`config.mk`:
```
export PLATFORM = sky130hd
export DESIGN_NAME = aes256_key_schedule_ctrl_flat
export DESIGN_NICKNAME = d
export VERILOG_FILES = /design/src/rtl/aes256_key_schedule_ctrl_if.sv /design/src/rtl/aes256_key_schedule_ctrl.sv /design/src/flat_wrapper.sv
export SDC_FILE = /design/constraint.sdc
export NUM_CORES = 2
export LEC_CHECK = 0
export CAP_MARGIN = 20
export CORE_MARGIN = 2
export CORE_UTILIZATION = 60
export DETAILED_ROUTE_END_ITERATION = 8
export DONT_BUFFER_PORTS = 1
export PLACE_DENSITY = 0.78
export SLEW_MARGIN = 20
export SYNTH_ARGS = -nofsm -noshare
export SYNTH_HDL_FRONTEND = slang
export SYNTH_SLANG_ARGS = --single-unit
```
`constraint.sdc`:
```
create_clock -name clk -period 19.3 [get_ports clk]
set_input_delay 3.86 -clock clk [delete_from_list [all_inputs] [get_ports clk]]
set_output_delay 3.86 -clock clk [all_outputs]
set_load 0.1 [all_outputs]
```
`src/rtl/aes256_key_schedule_ctrl_if.sv`:
```
// Key-load and round-key stream bundle for aes256_key_schedule_ctrl.
// AES256_KS_CACHE_EN adds the replay request line.
`ifndef AES_256_KEY_LENGTH
`define AES_256_KEY_LENGTH 256
`endif
`ifndef AES_BLOCK_SIZE
`define AES_BLOCK_SIZE 128
`endif
`ifndef AES_1ST_WORD
`define AES_1ST_WORD 255:224
`define AES_2ND_WORD 223:192
`define AES_3RD_WORD 191:160
`define AES_4TH_WORD 159:128
`define AES_5TH_WORD 127:96
`define AES_6TH_WORD 95:64
`define AES_7TH_WORD 63:32
`define AES_8TH_WORD 31:0
`endif

interface aes256_key_schedule_ctrl_if;
  logic [`AES_256_KEY_LENGTH-1:0] key_in;
  logic                           start;
  logic                           start_ready;
  logic                           abort;
  logic                           rk_valid;
  logic                           rk_ready;
  logic [`AES_BLOCK_SIZE-1:0]     rk_data;
  logic [3:0]                     rk_idx;
  logic                           busy;
  logic                           done;
`ifdef AES256_KS_CACHE_EN
  logic                           replay;

  modport master (output key_in, start, abort, rk_ready, replay,
                  input  start_ready, rk_valid, rk_data, rk_idx, busy, done);
  modport slave  (input  key_in, start, abort, rk_ready, replay,
                  output start_ready, rk_valid, rk_data, rk_idx, busy, done);
`else
  modport master (output key_in, start, abort, rk_ready,
                  input  start_ready, rk_valid, rk_data, rk_idx, busy, done);
  modport slave  (input  key_in, start, abort, rk_ready,
                  output start_ready, rk_valid, rk_data, rk_idx, busy, done);
`endif
endinterface

```
`src/rtl/aes256_key_schedule_ctrl.sv`:
```
// AES-256 key schedule sequencer: streams rk0..rk14, one per handshake.
// Optional round-key cache with replay when AES256_KS_CACHE_EN is defined.
module aes256_key_schedule_ctrl #(
  parameter bit IDLE_CLEAR = 1'b1
) (
  input logic                       clk,
  input logic                       rst,
  aes256_key_schedule_ctrl_if.slave bus
);
  typedef enum logic [1:0] {IDLE, EMIT_LO, EMIT_HI, EXPAND} state_t;

  state_t         state, state_nxt;
  logic [255:0]   window;
  logic [3:0]     counter;
  logic           hs, replay_go, use_cache;
  logic [127:0]   cache_rk, new_key;
  logic [255:0]   exp_key;
  logic [3:0]     exp_round;

  function automatic logic [7:0] gf_mul(input logic [7:0] a, input logic [7:0] b);
    logic [7:0] p, x;
    p = 8'h00;
    x = a;
    for (int i = 0; i < 8; i++) begin
      if (b[i]) p = p ^ x;
      x = {x[6:0], 1'b0} ^ (x[7] ? 8'h1b : 8'h00);
    end
    return p;
  endfunction

  // S-box as GF(2^8) inverse (x^254) followed by the affine map
  function automatic logic [7:0] sbox(input logic [7:0] v);
    logic [7:0] sq, inv;
    sq  = v;
    inv = 8'h01;
    for (int i = 1; i < 8; i++) begin
      sq  = gf_mul(sq, sq);
      inv = gf_mul(inv, sq);
    end
    return inv ^ {inv[6:0], inv[7]} ^ {inv[5:0], inv[7:6]} ^
           {inv[4:0], inv[7:5]} ^ {inv[3:0], inv[7:4]} ^ 8'h63;
  endfunction

  function automatic logic [31:0] sub_word(input logic [31:0] w);
    return {sbox(w[31:24]), sbox(w[23:16]), sbox(w[15:8]), sbox(w[7:0])};
  endfunction

  function automatic logic [127:0] expand_step(input logic [255:0] key, input logic [3:0] round_num);
    logic [31:0] t, w0, w1, w2, w3;
    if (!round_num[0])
      t = sub_word({key[`AES_8TH_WORD] << 8 | key[`AES_8TH_WORD] >> 24}) ^
          {8'h01 << (round_num[3:1] - 3'd1), 24'h000000};
    else
      t = sub_word(key[`AES_8TH_WORD]);
    w0 = key[`AES_1ST_WORD] ^ t;
    w1 = key[`AES_2ND_WORD] ^ w0;
    w2 = key[`AES_3RD_WORD] ^ w1;
    w3 = key[`AES_4TH_WORD] ^ w2;
    return {w0, w1, w2, w3};
  endfunction

  assign hs = bus.rk_valid && bus.rk_ready;

  // In EXPAND the key being accepted is folded into the window early so
  // the next round key is ready on the following cycle.
  always_comb begin
    exp_key   = window;
    exp_round = counter;
    if (state == EXPAND) begin
      exp_key   = {window[127:0], bus.rk_data};
      exp_round = counter + 4'd1;
    end
    new_key = expand_step(exp_key, exp_round);
  end

  always_ff @(posedge clk or posedge rst) begin
    if (rst) state <= IDLE;
    else     state <= state_nxt;
  end

  always_comb begin
    state_nxt = state;
    if (bus.abort) state_nxt = IDLE;
    else begin
      case (state)
        IDLE:    if (bus.start || replay_go) state_nxt = EMIT_LO;
        EMIT_LO: if (hs) state_nxt = EMIT_HI;
        EMIT_HI: if (hs) state_nxt = EXPAND;
        EXPAND:  if (hs && bus.rk_idx == 4'd14) state_nxt = IDLE;
        default: state_nxt = IDLE;
      endcase
    end
  end

  always_comb begin
    bus.start_ready = (state == IDLE);
    bus.busy        = (state != IDLE);
    bus.done        = (state == EXPAND) && hs && (bus.rk_idx == 4'd14) && !bus.abort;
  end

  always_ff @(posedge clk or posedge rst) begin
    if (rst) begin
      window       <= '0;
      counter      <= '0;
      bus.rk_valid <= 1'b0;
      bus.rk_data  <= '0;
      bus.rk_idx   <= '0;
    end else if (bus.abort) begin
      bus.rk_valid <= 1'b0;
      if (IDLE_CLEAR) window <= '0;
    end else begin
      case (state)
        IDLE: if (bus.start || replay_go) begin
          if (bus.start) window <= bus.key_in;
          counter      <= 4'd2;
          bus.rk_data  <= bus.start ? {bus.key_in[`AES_1ST_WORD], bus.key_in[`AES_2ND_WORD],
                                       bus.key_in[`AES_3RD_WORD], bus.key_in[`AES_4TH_WORD]}
                                    : cache_rk;
          bus.rk_idx   <= 4'd0;
          bus.rk_valid <= 1'b1;
        end
        EMIT_LO: if (hs) begin
          bus.rk_data <= use_cache ? cache_rk : window[127:0];
          bus.rk_idx  <= 4'd1;
        end
        EMIT_HI: if (hs) begin
          bus.rk_data <= use_cache ? cache_rk : new_key;
          bus.rk_idx  <= 4'd2;
        end
        EXPAND: if (hs) begin
          if (bus.rk_idx == 4'd14) begin
            bus.rk_valid <= 1'b0;
            if (IDLE_CLEAR) window <= '0;
          end else begin
            window      <= exp_key;
            counter     <= exp_round;
            bus.rk_data <= use_cache ? cache_rk : new_key;
            bus.rk_idx  <= exp_round;
          end
        end
        default: ;
      endcase
    end
  end

`ifdef AES256_KS_CACHE_EN
  logic [127:0] cache [15];
  logic         cache_valid, replaying;
  logic [3:0]   cache_sel;

  always_comb begin
    cache_sel = 4'd0;
    if (state != IDLE && bus.rk_idx != 4'd14) cache_sel = bus.rk_idx + 4'd1;
  end

  assign cache_rk  = cache[cache_sel];
  assign replay_go = (state == IDLE) && bus.replay && cache_valid;
  assign use_cache = replaying;

  always_ff @(posedge clk) begin
    if (hs && !bus.abort) cache[bus.rk_idx] <= bus.rk_data;
  end

  always_ff @(posedge clk or posedge rst) begin
    if (rst) begin
      cache_valid <= 1'b0;
      replaying   <= 1'b0;
    end else if (bus.abort) begin
      cache_valid <= 1'b0;
      replaying   <= 1'b0;
    end else if (bus.done) begin
      cache_valid <= 1'b1;
      replaying   <= 1'b0;
    end else if (state == IDLE && bus.start) begin
      cache_valid <= 1'b0;
      replaying   <= 1'b0;
    end else if (replay_go) begin
      replaying   <= 1'b1;
    end
  end
`else
  assign replay_go = 1'b0;
  assign use_cache = 1'b0;
  assign cache_rk  = '0;
`endif
endmodule

```
`src/flat_wrapper.sv`:
```
// flat-port wrapper written by rule: the top's interface ports become plain ports
module aes256_key_schedule_ctrl_flat 
#(
  parameter bit IDLE_CLEAR = 1'b1
)
  (clk, rst, bus_key_in, bus_start, bus_abort, bus_rk_ready, bus_start_ready, bus_rk_valid, bus_rk_data, bus_rk_idx, bus_busy, bus_done);
  aes256_key_schedule_ctrl_if bus_i ();
  input logic clk;
  input logic rst;
  input wire logic [$bits(bus_i.key_in)-1:0] bus_key_in;
  input wire logic [$bits(bus_i.start)-1:0] bus_start;
  input wire logic [$bits(bus_i.abort)-1:0] bus_abort;
  input wire logic [$bits(bus_i.rk_ready)-1:0] bus_rk_ready;
  output wire logic [$bits(bus_i.start_ready)-1:0] bus_start_ready;
  output wire logic [$bits(bus_i.rk_valid)-1:0] bus_rk_valid;
  output wire logic [$bits(bus_i.rk_data)-1:0] bus_rk_data;
  output wire logic [$bits(bus_i.rk_idx)-1:0] bus_rk_idx;
  output wire logic [$bits(bus_i.busy)-1:0] bus_busy;
  output wire logic [$bits(bus_i.done)-1:0] bus_done;
  assign bus_i.key_in = bus_key_in;
  assign bus_i.start = bus_start;
  assign bus_i.abort = bus_abort;
  assign bus_i.rk_ready = bus_rk_ready;
  assign bus_start_ready = bus_i.start_ready;
  assign bus_rk_valid = bus_i.rk_valid;
  assign bus_rk_data = bus_i.rk_data;
  assign bus_rk_idx = bus_i.rk_idx;
  assign bus_busy = bus_i.busy;
  assign bus_done = bus_i.done;
  aes256_key_schedule_ctrl #(.IDLE_CLEAR(IDLE_CLEAR)) u_core (.clk(clk), .rst(rst), .bus(bus_i));
endmodule
```
# Word-level counts from Yosys, hierarchy flattened
# Index checks and enable logic that the tools add are counted.
# classes
add_sub_neg,2
n_mul,0
n_div,0
magnitude_cmp,0
eq_ne,15
n_shift,1
n_mux,2553
bitwise_logic,1559
reduce_logical,15
# ops
operator,n
8-bit 2-to-1 mux,1736
8-bit bitwise XOR,1488
5-bit 2-to-1 mux,736
256-bit 2-to-1 mux,5
128-bit 2-to-1 mux,5
128-bit one-hot mux with 4 select lines,1
256-bit one-hot mux with 2 select lines,1
32-bit bitwise XOR,5
4-bit 2-to-1 mux,15
1-bit NOT,57
7-bit 2-to-1 mux,8
6-bit 2-to-1 mux,8
32-bit 2-to-1 mux,1
4-bit NOT,8
32-bit by 8-bit bitwise OR with 32-bit output,1
2-bit 2-to-1 mux,13
3-bit 2-to-1 mux,8
4-bit one-hot mux with 4 select lines,1
1-bit 2-to-1 mux,12
3-bit by 2-bit inequality test with 1-bit output (second input constant),3
3-bit inequality test (second input constant),3
2-bit one-hot mux with 4 select lines,1
4-bit one-hot mux with 2 select lines,1
4-bit AND reduction,2
17 further kinds,26
# word_totals
register_bits,395
latch_bits,0
ramBits,0
romBits,0
input_bits,261
out_inout_bits,136
wordCells,4151
mem_count,0

# Longest topological paths before layout
# logic_depth
word_depth,201
mapped_depth,84
depth_no_buf,61

# Worst setup path before layout
# Ideal clock, no wire load.
# synth_timing
path_type,register to register
from,register u_core.state[1]
to,register u_core.bus.rk_data[22]
setup_time_ps,121
arrival_time_ps,18609
path_slack_ps,571
path_stages_with_launch,81
n_path_buf,21
period_less_slack_ps,18729
cell_sequence,dfrtp_1 -> ha_1 -> buf_6 -> buf_8 -> buf_8 -> buf_6 -> buf_6 -> buf_6 -> buf_6 -> buf_6 -> buf_2 -> buf_1 -> clkbuf_1 -> nand2_1 -> nand2_1 -> ha_1 -> clkbuf_2 -> inv_1 -> (+45 left out) -> xnor2_1 -> o22ai_1 -> xor3_2 -> xnor3_2 -> xnor3_1 -> mux2_1 -> a22oi_1 -> xnor3_1 -> xnor3_1 -> xnor3_2 -> xor2_1 -> mux2_2 -> xor2_1 -> xor2_1 -> xor2_1 -> xnor2_1 -> o211ai_1 -> a22o_1
# synth_via
elab_chain_cells,201
# synth_rtl
item,line,source
start: declaration,aes256_key_schedule_ctrl.sv:12,"state_t state, state_nxt;"
start signal: assignment,aes256_key_schedule_ctrl.sv:78,else state <= state_nxt;
2-bit == test,"aes256_key_schedule_ctrl.sv:69, aes256_key_schedule_ctrl.sv:112",
256-bit 2-to-1 mux,aes256_key_schedule_ctrl.sv:69,if (state == EXPAND) begin
32-bit by 8-bit bitwise OR with 32-bit output,aes256_key_schedule_ctrl.sv:51,t = sub_word({key[`AES_8TH_WORD] << 8 | key[`AES_8TH_WORD] >> 24}) ^
8-bit 2-to-1 mux or 5-bit 2-to-1 mux (tied branches),"aes256_key_schedule_ctrl.sv:25, aes256_key_schedule_ctrl.sv:26",
8-bit 2-to-1 mux or 8-bit bitwise XOR (tied branches),"aes256_key_schedule_ctrl.sv:50, aes256_key_schedule_ctrl.sv:26",
8-bit bitwise XOR,aes256_key_schedule_ctrl.sv:25,if (b[i]) p = p ^ x;
8-bit 2-to-1 mux,aes256_key_schedule_ctrl.sv:25,
8-bit 2-to-1 mux,aes256_key_schedule_ctrl.sv:50,if (!round_num[0])
(+185 left out),--,
32-bit 2-to-1 mux,aes256_key_schedule_ctrl.sv:50,
32-bit bitwise XOR,aes256_key_schedule_ctrl.sv:55,w0 = key[`AES_1ST_WORD] ^ t;
32-bit bitwise XOR,aes256_key_schedule_ctrl.sv:56,w1 = key[`AES_2ND_WORD] ^ w0;
32-bit bitwise XOR,aes256_key_schedule_ctrl.sv:57,w2 = key[`AES_3RD_WORD] ^ w1;
32-bit bitwise XOR,aes256_key_schedule_ctrl.sv:58,w3 = key[`AES_4TH_WORD] ^ w2;
128-bit 2-to-1 mux,aes256_key_schedule_ctrl.sv:131,if (bus.rk_idx == 4'd14) begin
128-bit 2-to-1 mux,aes256_key_schedule_ctrl.sv:130,EXPAND: if (hs) begin
128-bit one-hot mux with 4 select lines,aes256_key_schedule_ctrl.sv:112,case (state)
end signal: assignment,aes256_key_schedule_ctrl.sv:116,"bus.rk_data <= bus.start ? {bus.key_in[`AES_1ST_WORD], bus.key_in[`AES_2ND_WORD],"
end signal: assignment,aes256_key_schedule_ctrl.sv:127,bus.rk_data <= use_cache ? cache_rk : new_key;
end signal: assignment,aes256_key_schedule_ctrl.sv:137,bus.rk_data <= use_cache ? cache_rk : new_key;
end: declaration,aes256_key_schedule_ctrl_if.sv:42,"output start_ready, rk_valid, rk_data, rk_idx, busy, done);"
# Several ways; a longest one is shown, not always the timed one. The select of a mux whose other input is x is not followed.
# A chain may end at the register's enable or synchronous reset.

# Worst setup path in the final report
# layout_timing
from,register u_core.state[0]
to,register u_core.bus.rk_data[8]
# layout_via
elab_chain_cells,201
# layout_rtl
item,line
2-bit == test,"aes256_key_schedule_ctrl.sv:69, aes256_key_schedule_ctrl.sv:112"
256-bit 2-to-1 mux,aes256_key_schedule_ctrl.sv:69
32-bit by 8-bit bitwise OR with 32-bit output,aes256_key_schedule_ctrl.sv:51
8-bit 2-to-1 mux or 5-bit 2-to-1 mux (tied branches),"aes256_key_schedule_ctrl.sv:25, aes256_key_schedule_ctrl.sv:26"
8-bit 2-to-1 mux or 8-bit bitwise XOR (tied branches),"aes256_key_schedule_ctrl.sv:50, aes256_key_schedule_ctrl.sv:26"
8-bit bitwise XOR,aes256_key_schedule_ctrl.sv:25
8-bit 2-to-1 mux,aes256_key_schedule_ctrl.sv:25
8-bit 2-to-1 mux,aes256_key_schedule_ctrl.sv:50
(+185 left out),--
32-bit 2-to-1 mux,aes256_key_schedule_ctrl.sv:50
32-bit bitwise XOR,aes256_key_schedule_ctrl.sv:55
32-bit bitwise XOR,aes256_key_schedule_ctrl.sv:56
32-bit bitwise XOR,aes256_key_schedule_ctrl.sv:57
32-bit bitwise XOR,aes256_key_schedule_ctrl.sv:58
128-bit 2-to-1 mux,aes256_key_schedule_ctrl.sv:131
128-bit 2-to-1 mux,aes256_key_schedule_ctrl.sv:130
128-bit one-hot mux with 4 select lines,aes256_key_schedule_ctrl.sv:112
# Several ways; a longest one is shown, not always the timed one. The select of a mux whose other input is x is not followed.

==> flow_summary_export.csv <==
group,metric,value,unit
place,dpl_cell_area,0.0871,mm²
clock_network,numClockSinks,395,
critical_path,cp.arrival,19150,ps
drt,vias,83472,
drt,wl,305000,µm
timing,max_freq,0.0535,GHz
global_routing,grt_max_degree,235,
timing,finalClockSkew,37.7,ps
yosys,yosysWarnings,0,
timing,period_minus_slack,18670,ps
critical_path,slowest_delay,710,ps
yosys,synth_cell_types,129,
yosys,syn-num-nets,11090,
yosys,postSynthAreaPerCell,7.83,µm²
drt,routed_via_density,6.72,
global_routing,grt_first_pass_wirelength,466000,µm
place,post-dp-hpwl,217000,µm
yosys,yosysMostFrequentCell,"xnor2_1",
critical_path,worstPathRequired,19770,ps
clock_network,clock_tree.root_cell,"clkbuf_16",
drt,ant_nets,0,
clock_network,cts.path.max_buffers,3,
clock_network,clk_latency,640,ps
global_routing,grt_pass1_vias,78443,
global_routing,antenna_found_initial,48,
timing,rsz0062_at_grt,"yes",
floorplanning,die_w,379,µm
timing,slew_headroom,6.97,%
timing,final_hold_viol_count,0,
global_routing,grt.met3_usage,10.9,%
floorplanning,die-area,0.144,mm²
clock_network,cts_buffers,44,
global_routing,track_usage,40.5,%
clock_network,path_clk_slew,70,ps
clock_network,cts_htree_levels,2,
yosys,async_flop_share,100,%
clock_network,tritoncts,"yes",
critical_path,start_kind,"flip-flop",
cells_and_area,layout.nets,10777,
outcome,run_status,"finished, violations left",
floorplanning,core_area,0.140,mm²
yosys,synth_top_area_share,16.8,%
critical_path,crit_path_frequent_cell,"xnor3_1",
cells_and_area,multiInputGateArea,0.0721,mm²
yosys,synth_area_leader_cell,"xnor2_1",
cells_and_area,num-fill-cells,11939,
yosys,synth-main-ff-cell,"dfrtp_1",
timing,finalSetupViolCount,0,
drt,drc_errors,11,
place,finalWeightedCongestion,0.997,
cells_and_area,layout-drive-gt1-share,10.8,%
cells_and_area,syn_to_final_growth,6.59,%
place,dpl.cell_count,12282,
place,io_buffers,0,
yosys,synth_seq_cells,395,
timing,hold_slack,480,ps
critical_path,worstPathMaxFanout,22,
floorplanning,io_pins,397,
global_routing,gr-usage-met2,62.3,%
floorplanning,num_rows,137,
floorplanning,die_h,379,µm
critical_path,end_kind,"flip-flop",
yosys,ys_seq_area_share,11.7,%
worst_hold_path,hold_class,"reg -> reg",
global_routing,top_usage_layer,"met2",
cells_and_area,ff_latch_area,0.00989,mm²
clock_network,postCtsHoldBufs,0,
cells_and_area,fin_util,64.5,%
global_routing,gr-total-overflow,0,
timing,min_period_over_period,96.8,%
yosys,synth_area,0.0846,mm²
timing,worst_pin_slew,1400,ps
yosys,synthTopCellsByCount,"xnor2_1, nor2_1, nand2_1",
yosys,synth_edf_count,0,
outcome,violations,"design-rule violations",
cells_and_area,finalNonFillerCells,12426,
drt,drt_first_iter_violations,11082,
yosys,synth.area.top_cells,"xnor2_1, dfrtp_1, xnor3_1",
yosys,syn_inst,10804,
cells_and_area,finalInstanceArea,0.0901,mm²
job,max_cap_viol_count,0,
timing,slew_violations,0,
global_routing,grtUsageMet1,52.6,%
drt,wl_per_cell,24.5,µm
floorplanning,start_util,60.5,%
drt,dr.pass1.iters,9,
critical_path,criticalPathCategory,"reg -> reg",
critical_path,critPathSlowestCell,"xnor3_1",
==> through the flow <==
stage	setup TNS [ps]	setup WS [ps]
after floorplan	0	571
after global placement	-5630	-586
after detailed placement	-9490	-762
after CTS	0	25.4
after global routing	-481	-132
final	0	625
==> cells by family after synthesis <==
group / count (synthesis) / share of synthesized area [%]
xor gates and xnor gates: 2788 / 38.5
and+or+nand+nor: 3555 / 18.4
DFF: 395 / 11.7
muxes: 551 / 6.95
AOI/OAI and AO/OA: 2534 / 19.2
buffers and inverters: 953 / 4.80
adders and majority gates: 28 / 0.405
==> final cells by class <==
class	instances	area share, %
well taps	1876	2.60
repair buffers	483	4.17
clock inverters	20	0.287
flip-flops and latches	395	11.0
multi-input cells	9456	80.0
inverters	111	0.489
clock buffers	60	1.41
diodes	25	0.0694
==> state kept, by name, indices dropped and copies added, names as in the netlist <==
name / flops
u_core.bus.rk_data: 128
u_core.counter: 4
u_core.bus.rk_valid: 1
u_core.state: 2
u_core.bus.rk_idx: 4
u_core.window: 256
==> layout by cell type, fill, tap and decap left out, types with 81 or more instances in the layout <==
master    Yosys  final
xnor2_1    1619   1535
nor2_1     1247   1242
nand2_1    1144   1141
a21oi_1     707    705
o21ai_0     619    616
xor2_1      542    513
buf_4        31    473
nor3_1      469    468
mux2i_1     447    439
dfrtp_1     395    390
xnor3_1     387    367
nand3_1     190    189
xnor2_2      91    147
and3_1      147    146
o22ai_1     107    107
a211oi_1     89     88
o211ai_1     82     82
o31ai_1      81     81
==> critical path, delay by kind of cell, from the launching register on <==
family	cells	cell delay [ps]
xor gates and xnor gates	32	11930
muxes	4	770
AOI/OAI and AO/OA	9	2340
and+or+nand+nor	5	630
buffers and inverters	3	660
DFF	1	550
adders and majority gates	4	1570
==> per-layer routing <==
layer,wire length [µm],up-vias
met1,115000,39719
li1,-,37247
met2,134000,5450
met4,16800,40
met3,38800,1016
met5,257,-
==> what timing repair did <==
item                                    CTS  global route
cloned                                    0             1
endpoints found under the setup margin   38           127
gates resized for setup                  19           136
pin swaps                                 1            12
setup buffers                             0            37
==> path summary, 6_finish.rpt <==
kind	start	to	slack (ps)	depth (start not counted)
worst max-delay path	u_core.state[0]	u_core.bus.rk_data[8]	630	57
worst min-delay path	u_core.window[192]	u_core.window[192]	480	2
worst max register to register	u_core.state[0]	u_core.bus.rk_data[8]	630	57
worst min register to register	u_core.window[192]	u_core.window[192]	480	2
max in group asynchronous	rst	u_core.bus.rk_data[38]	13520	3
min in group asynchronous	rst	u_core.bus.rk_data[82]	3270	1
Power is left out: the tool's default activity adds up to more than one toggle a clock period on the data nets, which glitch-free logic cannot reach.
